`src/rtl/load_writeback.sv`:
```
// Writeback stage: turns completed ALU results and data-memory loads into byte-granular
// register-file writes. Loads park in WAIT_MEM until read data arrives, then the word is
// aligned/extended and written. All register-file outputs are registered on the rising
// edge so the register file can sample them on the following falling edge.
module load_writeback #(
    parameter int unsigned ADDR_WIDTH = 5,
    parameter int unsigned DATA_WIDTH = 32
) (
    input  logic                  clk,
    input  logic                  reset,
    input  logic                  in_valid,
    output logic                  in_ready,
    input  logic [2:0]            mem_op,
    input  logic [1:0]            addr_lo,
    input  logic [ADDR_WIDTH-1:0] dest,
    input  logic [DATA_WIDTH-1:0] alu_result,
    input  logic [DATA_WIDTH-1:0] mem_rdata,
    input  logic                  mem_rvalid,
    output logic                  write,
    output logic [ADDR_WIDTH-1:0] Rd_addr,
    output logic [DATA_WIDTH-1:0] Rd_in,
    output logic [3:0]            Rd_Byte_w_en,
    output logic                  misalign
);

    localparam logic [2:0] OpAlu = 3'd0;
    localparam logic [2:0] OpLb  = 3'd1;
    localparam logic [2:0] OpLbu = 3'd2;
    localparam logic [2:0] OpLh  = 3'd3;
    localparam logic [2:0] OpLhu = 3'd4;
    localparam logic [2:0] OpLw  = 3'd5;
    localparam logic [2:0] OpLwl = 3'd6;
    localparam logic [2:0] OpLwr = 3'd7;

    typedef enum logic [0:0] {
        StIdle,
        StWaitMem
    } state_e;

    state_e                state_q, state_d;
    logic [2:0]            op_q, op_d;
    logic [1:0]            a_q, a_d;
    logic [ADDR_WIDTH-1:0] dest_q, dest_d;
    logic                  write_q, write_d;
    logic [ADDR_WIDTH-1:0] rd_addr_q, rd_addr_d;
    logic [DATA_WIDTH-1:0] rd_in_q, rd_in_d;
    logic [3:0]            ben_q, ben_d;
    logic                  misalign_q, misalign_d;

    // Aligned load result for the op latched at accept.
    logic [7:0]            byte_sel;
    logic [15:0]           half_sel;
    logic [DATA_WIDTH-1:0] load_data;
    logic [3:0]            load_ben;
    logic                  load_misalign;

    // Select byte/halfword lanes and build the aligned load data and byte enables.
    always_comb begin
        byte_sel      = mem_rdata[7:0];
        half_sel      = a_q[1] ? mem_rdata[31:16] : mem_rdata[15:0];
        load_data     = mem_rdata;
        load_ben      = 4'b0000;
        load_misalign = 1'b0;

        case (a_q)
            2'd0:    byte_sel = mem_rdata[7:0];
            2'd1:    byte_sel = mem_rdata[15:8];
            2'd2:    byte_sel = mem_rdata[23:16];
            default: byte_sel = mem_rdata[31:24];
        endcase

        case (op_q)
            OpLb:  load_data = {{24{byte_sel[7]}}, byte_sel};
            OpLbu: load_data = {24'h0, byte_sel};
            OpLh, OpLhu: begin
                if (op_q == OpLh) begin
                    load_data = {{16{half_sel[15]}}, half_sel};
                end else begin
                    load_data = {16'h0, half_sel};
                end
                // Odd halfword address: suppress the write entirely.
                if (a_q[0]) begin
                    load_misalign = 1'b1;
                    load_ben      = 4'b1111;
                end
            end
            OpLw:  load_data = mem_rdata;
            OpLwl: begin
                // Upper bytes of the destination get the low bytes of the memory word.
                case (a_q)
                    2'd0: begin
                        load_data = {mem_rdata[7:0], 24'h0};
                        load_ben  = 4'b0111;
                    end
                    2'd1: begin
                        load_data = {mem_rdata[15:0], 16'h0};
                        load_ben  = 4'b0011;
                    end
                    2'd2: begin
                        load_data = {mem_rdata[23:0], 8'h0};
                        load_ben  = 4'b0001;
                    end
                    default: begin
                        load_data = mem_rdata;
                        load_ben  = 4'b0000;
                    end
                endcase
            end
            OpLwr: begin
                // Lower bytes of the destination get the high bytes of the memory word.
                case (a_q)
                    2'd0: begin
                        load_data = mem_rdata;
                        load_ben  = 4'b0000;
                    end
                    2'd1: begin
                        load_data = {8'h0, mem_rdata[31:8]};
                        load_ben  = 4'b1000;
                    end
                    2'd2: begin
                        load_data = {16'h0, mem_rdata[31:16]};
                        load_ben  = 4'b1100;
                    end
                    default: begin
                        load_data = {24'h0, mem_rdata[31:24]};
                        load_ben  = 4'b1110;
                    end
                endcase
            end
            default: load_data = mem_rdata;
        endcase
    end

    // Next-state: accept in IDLE, complete loads on mem_rvalid in WAIT_MEM.
    always_comb begin
        state_d    = state_q;
        op_d       = op_q;
        a_d        = a_q;
        dest_d     = dest_q;
        rd_addr_d  = rd_addr_q;
        rd_in_d    = rd_in_q;
        ben_d      = ben_q;
        write_d    = 1'b0;
        misalign_d = 1'b0;

        case (state_q)
            StIdle: begin
                if (in_valid) begin
                    op_d   = mem_op;
                    a_d    = addr_lo;
                    dest_d = dest;
                    if (mem_op == OpAlu) begin
                        write_d   = (dest != '0);
                        rd_addr_d = dest;
                        rd_in_d   = alu_result;
                        ben_d     = 4'b0000;
                    end else begin
                        state_d = StWaitMem;
                    end
                end
            end
            StWaitMem: begin
                if (mem_rvalid) begin
                    state_d    = StIdle;
                    write_d    = (dest_q != '0) && !load_misalign;
                    misalign_d = load_misalign;
                    rd_addr_d  = dest_q;
                    rd_in_d    = load_data;
                    ben_d      = load_ben;
                end
            end
            default: state_d = StIdle;
        endcase
    end

    // State and registered register-file outputs.
    always_ff @(posedge clk or posedge reset) begin
        if (reset) begin
            state_q    <= StIdle;
            op_q       <= OpAlu;
            a_q        <= 2'd0;
            dest_q     <= '0;
            write_q    <= 1'b0;
            rd_addr_q  <= '0;
            rd_in_q    <= '0;
            ben_q      <= 4'b1111;
            misalign_q <= 1'b0;
        end else begin
            state_q    <= state_d;
            op_q       <= op_d;
            a_q        <= a_d;
            dest_q     <= dest_d;
            write_q    <= write_d;
            rd_addr_q  <= rd_addr_d;
            rd_in_q    <= rd_in_d;
            ben_q      <= ben_d;
            misalign_q <= misalign_d;
        end
    end

    assign in_ready     = (state_q == StIdle);
    assign write        = write_q;
    assign Rd_addr      = rd_addr_q;
    assign Rd_in        = rd_in_q;
    assign Rd_Byte_w_en = ben_q;
    assign misalign     = misalign_q;

endmodule
```
`config.mk`:
```
export PLATFORM = sky130hd
export DESIGN_NAME = load_writeback
export DESIGN_NICKNAME = d
export VERILOG_FILES = /design/src/rtl/load_writeback.sv
export SDC_FILE = /design/constraint.sdc
export NUM_CORES = 1
export LEC_CHECK = 0
export ABC_AREA = 1
export BUFFER_PORTS_ARGS = -buffer_cell sky130_fd_sc_hd__clkbuf_2
export CORE_MARGIN = 5
export CORE_UTILIZATION = 53
export CTS_CLUSTER_SIZE = 28
export DETAILED_ROUTE_END_ITERATION = 7
export PLACE_DENSITY = 0.8
export SYNTH_ARGS = -nofsm -noshare
export SYNTH_HDL_FRONTEND = slang
export SYNTH_SLANG_ARGS = --single-unit
export TNS_END_PERCENT = 20
```
`constraint.sdc`:
```
create_clock -name clk -period 1.92 [get_ports clk]
set_clock_uncertainty 0.1 [all_clocks]
set_input_delay 0.384 -clock clk [delete_from_list [all_inputs] [get_ports clk]]
set_output_delay 0.384 -clock clk [all_outputs]
set_load 0.03 [all_outputs]
```
==> impl_summary.log <==
[metrics] run status: complete, no violations
[metrics] switching fraction of total power: 52.9%
[metrics] overall track demand over capacity in global routing: 31.0%
[metrics] via density per instance: 5.72
[metrics] DR iter-0 viols: 399
[metrics] H-tree depth reported by CTS: 2
[metrics] maximum fanout encountered on the critical timing path: 55
[metrics] DRC errors left: 0
[metrics] RR Startpoint: a_q[1]
[metrics] number of iterations in the first detailed-routing pass: 5
[metrics] timing-limited maximum frequency: 542 MHz
[metrics] die span in y: 100 microns
[metrics] endpoint of the worst hold-timing path: misalign
[metrics] data required time at the worst endpoint: 1.44 ns
[metrics] Yosys top cell by area: dfrtp_1
[metrics] area share of the largest cell type after synthesis: 29.1%
[metrics] Power per Cell Area: 1280 nW/um^2
[metrics] worst supply voltage drop on vdd: 705 uV
[metrics] crit path DAT: 1.36 ns
[metrics] critical setup path kind: reg -> out
[metrics] Setup Viol. Count Final: 0
[metrics] ANT cells: 0
[metrics] Final period util: 96.2%
[metrics] number of violations of the max-capacitance limit: 0
[metrics] Area after DPL: 5120 sq um
[metrics] nets in the synthesized netlist: 764
[metrics] number of pins exceeding their max-slew limit in the final report: 0
[metrics] final core occ: 67.3%
[metrics] worst hold path type: in -> reg
[metrics] fraction of power consumed by sequential logic: 27.2%
[metrics] starting density of the core: 55.1%
[metrics] final weighted congestion in routability-driven placement: 1.00
[metrics] combinational group share of total power: 62.1%
[metrics] pin count of the biggest net entering global routing: 56
[metrics] source-to-sink clock delay at the later pin of the worst-skew pair: 0.32 ns
[metrics] wire length of the first global-routing pass: 25.1 mm
[metrics] Std-Cell Core Area: 7810 sq um
[metrics] routed wire length: 15.4 mm
[metrics] setup repair after global routing missed its margin: yes
[metrics] Longest Clk Path Bufs: 2
[metrics] power spent charging and discharging nets: 3.57 mW
[metrics] Post-Synthesis Cell Area: 4310 sq um
[metrics] async set-or-reset flop fraction in the synthesized netlist: 100%
[metrics] number of sinks handled by clock tree synthesis: 54
[metrics] total die area: 10000 sq um
[metrics] Port Buffers: 121
[metrics] worst r2r path cells: 7
[metrics] routed length per instance: 17.0 microns
[metrics] total non-filler cell area in the finished layout: 5260 sq um
[metrics] CTS Root Buffer Type: clkbuf_8
[metrics] synthesis-stage register bit count: 54
[metrics] cell-internal power: 3.18 mW
[metrics] number of flops mapped to enable cells by yosys: 0
[metrics] layout cell share with drive strength beyond 1: 26.6%
[metrics] part of the Yosys area used for sequential elements: 31.5%
[metrics] count of vias placed by the detailed router: 5197
[metrics] element type at the critical path end: output port
[metrics] most area-consuming cells after synthesis: dfrtp_1, nand2_1, nor2_1
[metrics] Reg-to-Reg End: Rd_in[29]
[metrics] final-layout worst hold slack: 0.189 ns
[metrics] mean instance size in the synthesized netlist: 6.28 sq um
[metrics] Worst setup SP type: flip-flop
[metrics] setup fix buffers added after clock tree synthesis: 0
[metrics] slack of the worst reg-to-reg path: 0.13 ns
[metrics] clock slew seen by the registers of the worst setup and hold paths: 0.11 ns
[metrics] hold-critical path depth: 3
[metrics] FILL cells: 735
[metrics] Slew Limit Headroom: 66.9%
[metrics] clock tree from TritonCTS: built
[metrics] antenna violations before repair: 0
[metrics] aggregate global routing overflow: 0
[metrics] placed wire-length estimate after detailed placement: 11.9 mm
[metrics] startpoint of the worst hold path: mem_rvalid
[metrics] min Tclk post-route: 1.85 ns
[metrics] Final Hold Violating Endpoints: 0
[metrics] number of nets with antenna violations after detailed routing: 0
[metrics] static power due to leakage: 2.62 nW
[metrics] die extent in x: 100 microns
[metrics] clock buffer count from CTS: 5
[metrics] # IOs: 122
[metrics] Worst Max-Slew Pin Slew: 0.495 ns
[metrics] library cells used by synthesis: 29
[metrics] count of standard-cell rows: 32
[metrics] net count reported at finish: 884
[metrics] Design Power: 6.75 mW
[metrics] most instantiated flip-flop cell in the synthesis netlist: dfrtp_1
[metrics] Synth Instances: 686
[metrics] total of warnings raised by yosys: 0
[metrics] Clock power frac: 10.8%
[metrics] vias in the first global route: 5213
[metrics] Synth-to-Final Area Change: 22.1%
[layer usage]
layer | track usage [%] | share of wire, %
met1 | 38.6 | 39
met2 | 53.8 | 49
met3 | 4.79 | 8.5
met4 | 12.0 | 3.1
met5 | 0 | 0
[registers in the layout, indices dropped and copies added (netlist names)]
| signal | count |
|---|---|
| Rd_in | 32 |
| Rd_addr | 5 |
| dest_q | 5 |
| Rd_Byte_w_en | 4 |
| op_q | 3 |
| a_q | 2 |
| misalign | 1 |
| state_q | 1 |
| write | 1 |
[final cells by class]
class	count	area [sq um]	area share (%)
multi-input cells	543	2570	49.0
well taps	102	128	2.43
flip-flops and latches	54	1360	25.8
repair buffers	154	918	17.5
clock buffers	6	82.6	1.57
clock inverters	2	16.3	0.310
inverters	48	180	3.43
[worst max path at each step]
stage / start / end / slack [ns] / depth (start not counted)
3_3_place_gp: mem_op[1] / Rd_in[23] / 0.11 / 8
3_5_place_dp: op_q[0] / Rd_in[10] / 0.06 / 8
5_1_grt: a_q[1] / Rd_in[30] / -0.02 / 8
2_1_floorplan: reset / Rd_addr[0] / 0.13 / 1
4_1_cts: op_q[0] / Rd_in[10] / 0.04 / 8
6_report: state_q / in_ready / 0.07 / 3
[power by group through the flow]
stage | clock, mW | sequential, mW | combinational [mW]
final | 0.726 | 1.83 | 4.19
after global routing | 0.773 | 1.90 | 4.57
after CTS | 0.731 | 1.83 | 4.13
after detailed placement | 0 | 1.85 | 4.12
after global placement | 0 | 1.83 | 4.06
after floorplan | 0 | 2.52 | 2.19
[through the flow]
step / setup slack (ns) / instances / setup TNS [ns]
6_report: 0.0736 / 909 / 0
5_1_grt: -0.0180 / 909 / -0.0364
4_1_cts: 0.0359 / 909 / 0
3_5_place_dp: 0.0594 / 900 / 0
3_3_place_gp: 0.106 / 900 / 0
2_1_floorplan: 0.128 / 686 / 0
[what timing repair did]
action	4_1_cts	5_1_grt
hold buffers	1	0
gates resized for setup	0	5
hold endpoints to repair	20	0
endpoints found under the setup margin	0	21
[logic make-up after synthesis]
group | share of synthesized area, %
buffers and inverters | 9.24
and+or+nand+nor | 36.7
DFF | 31.5
muxes | 0.523
AOI/OAI and AO/OA | 22.0
[worst max-delay path, cell delays in order (launching register included)]
cell and delay, ns:
dfrtp_1 0.43, inv_2 0.10, buf_12 0.24, buf_2 0.25
[placed cells by master (no fill, tap or decap)]
master	count
nand3_2	2
nor2_4	4
o211ai_1	1
clkinvlp_4	1
clkbuf_8	6
inv_6	1
a21oi_1	77
nor2_1	116
o31ai_1	1
nand2_1	156
o21ai_0	43
inv_1	36
nand4_1	7
o21ai_4	1
dfrtp_2	1
nand3_1	78
clkbuf_2	120
o221ai_1	1
buf_12	5
dfrtp_1	49
buf_2	1
inv_2	12
a31oi_1	5
a21oi_2	10
o21ai_2	11
nand2_8	1
dlygate4sd3_1	1
o21ai_1	20
nor2_2	1
nand3_4	1
buf_4	27
mux2_2	2
dfstp_2	4
nor3_1	1
nand2_2	4
[synth_stat cells (2+ instances only)]
master      n
nor2_2      2
buf_2      23
a31oi_1     5
nand2_2     4
nor2_1    116
a21oi_2    10
o21ai_1    20
inv_1      37
buf_4       5
o21ai_2    12
dfstp_2     4
nand3_2     2
clkbuf_1   12
nand3_1    78
a21oi_1    77
nand4_1     7
inv_2      11
o21ai_0    43
mux2_2      2
nor2_4      3
nand2_1   156
dfrtp_1    50
(Power assumes the default switching activity.)
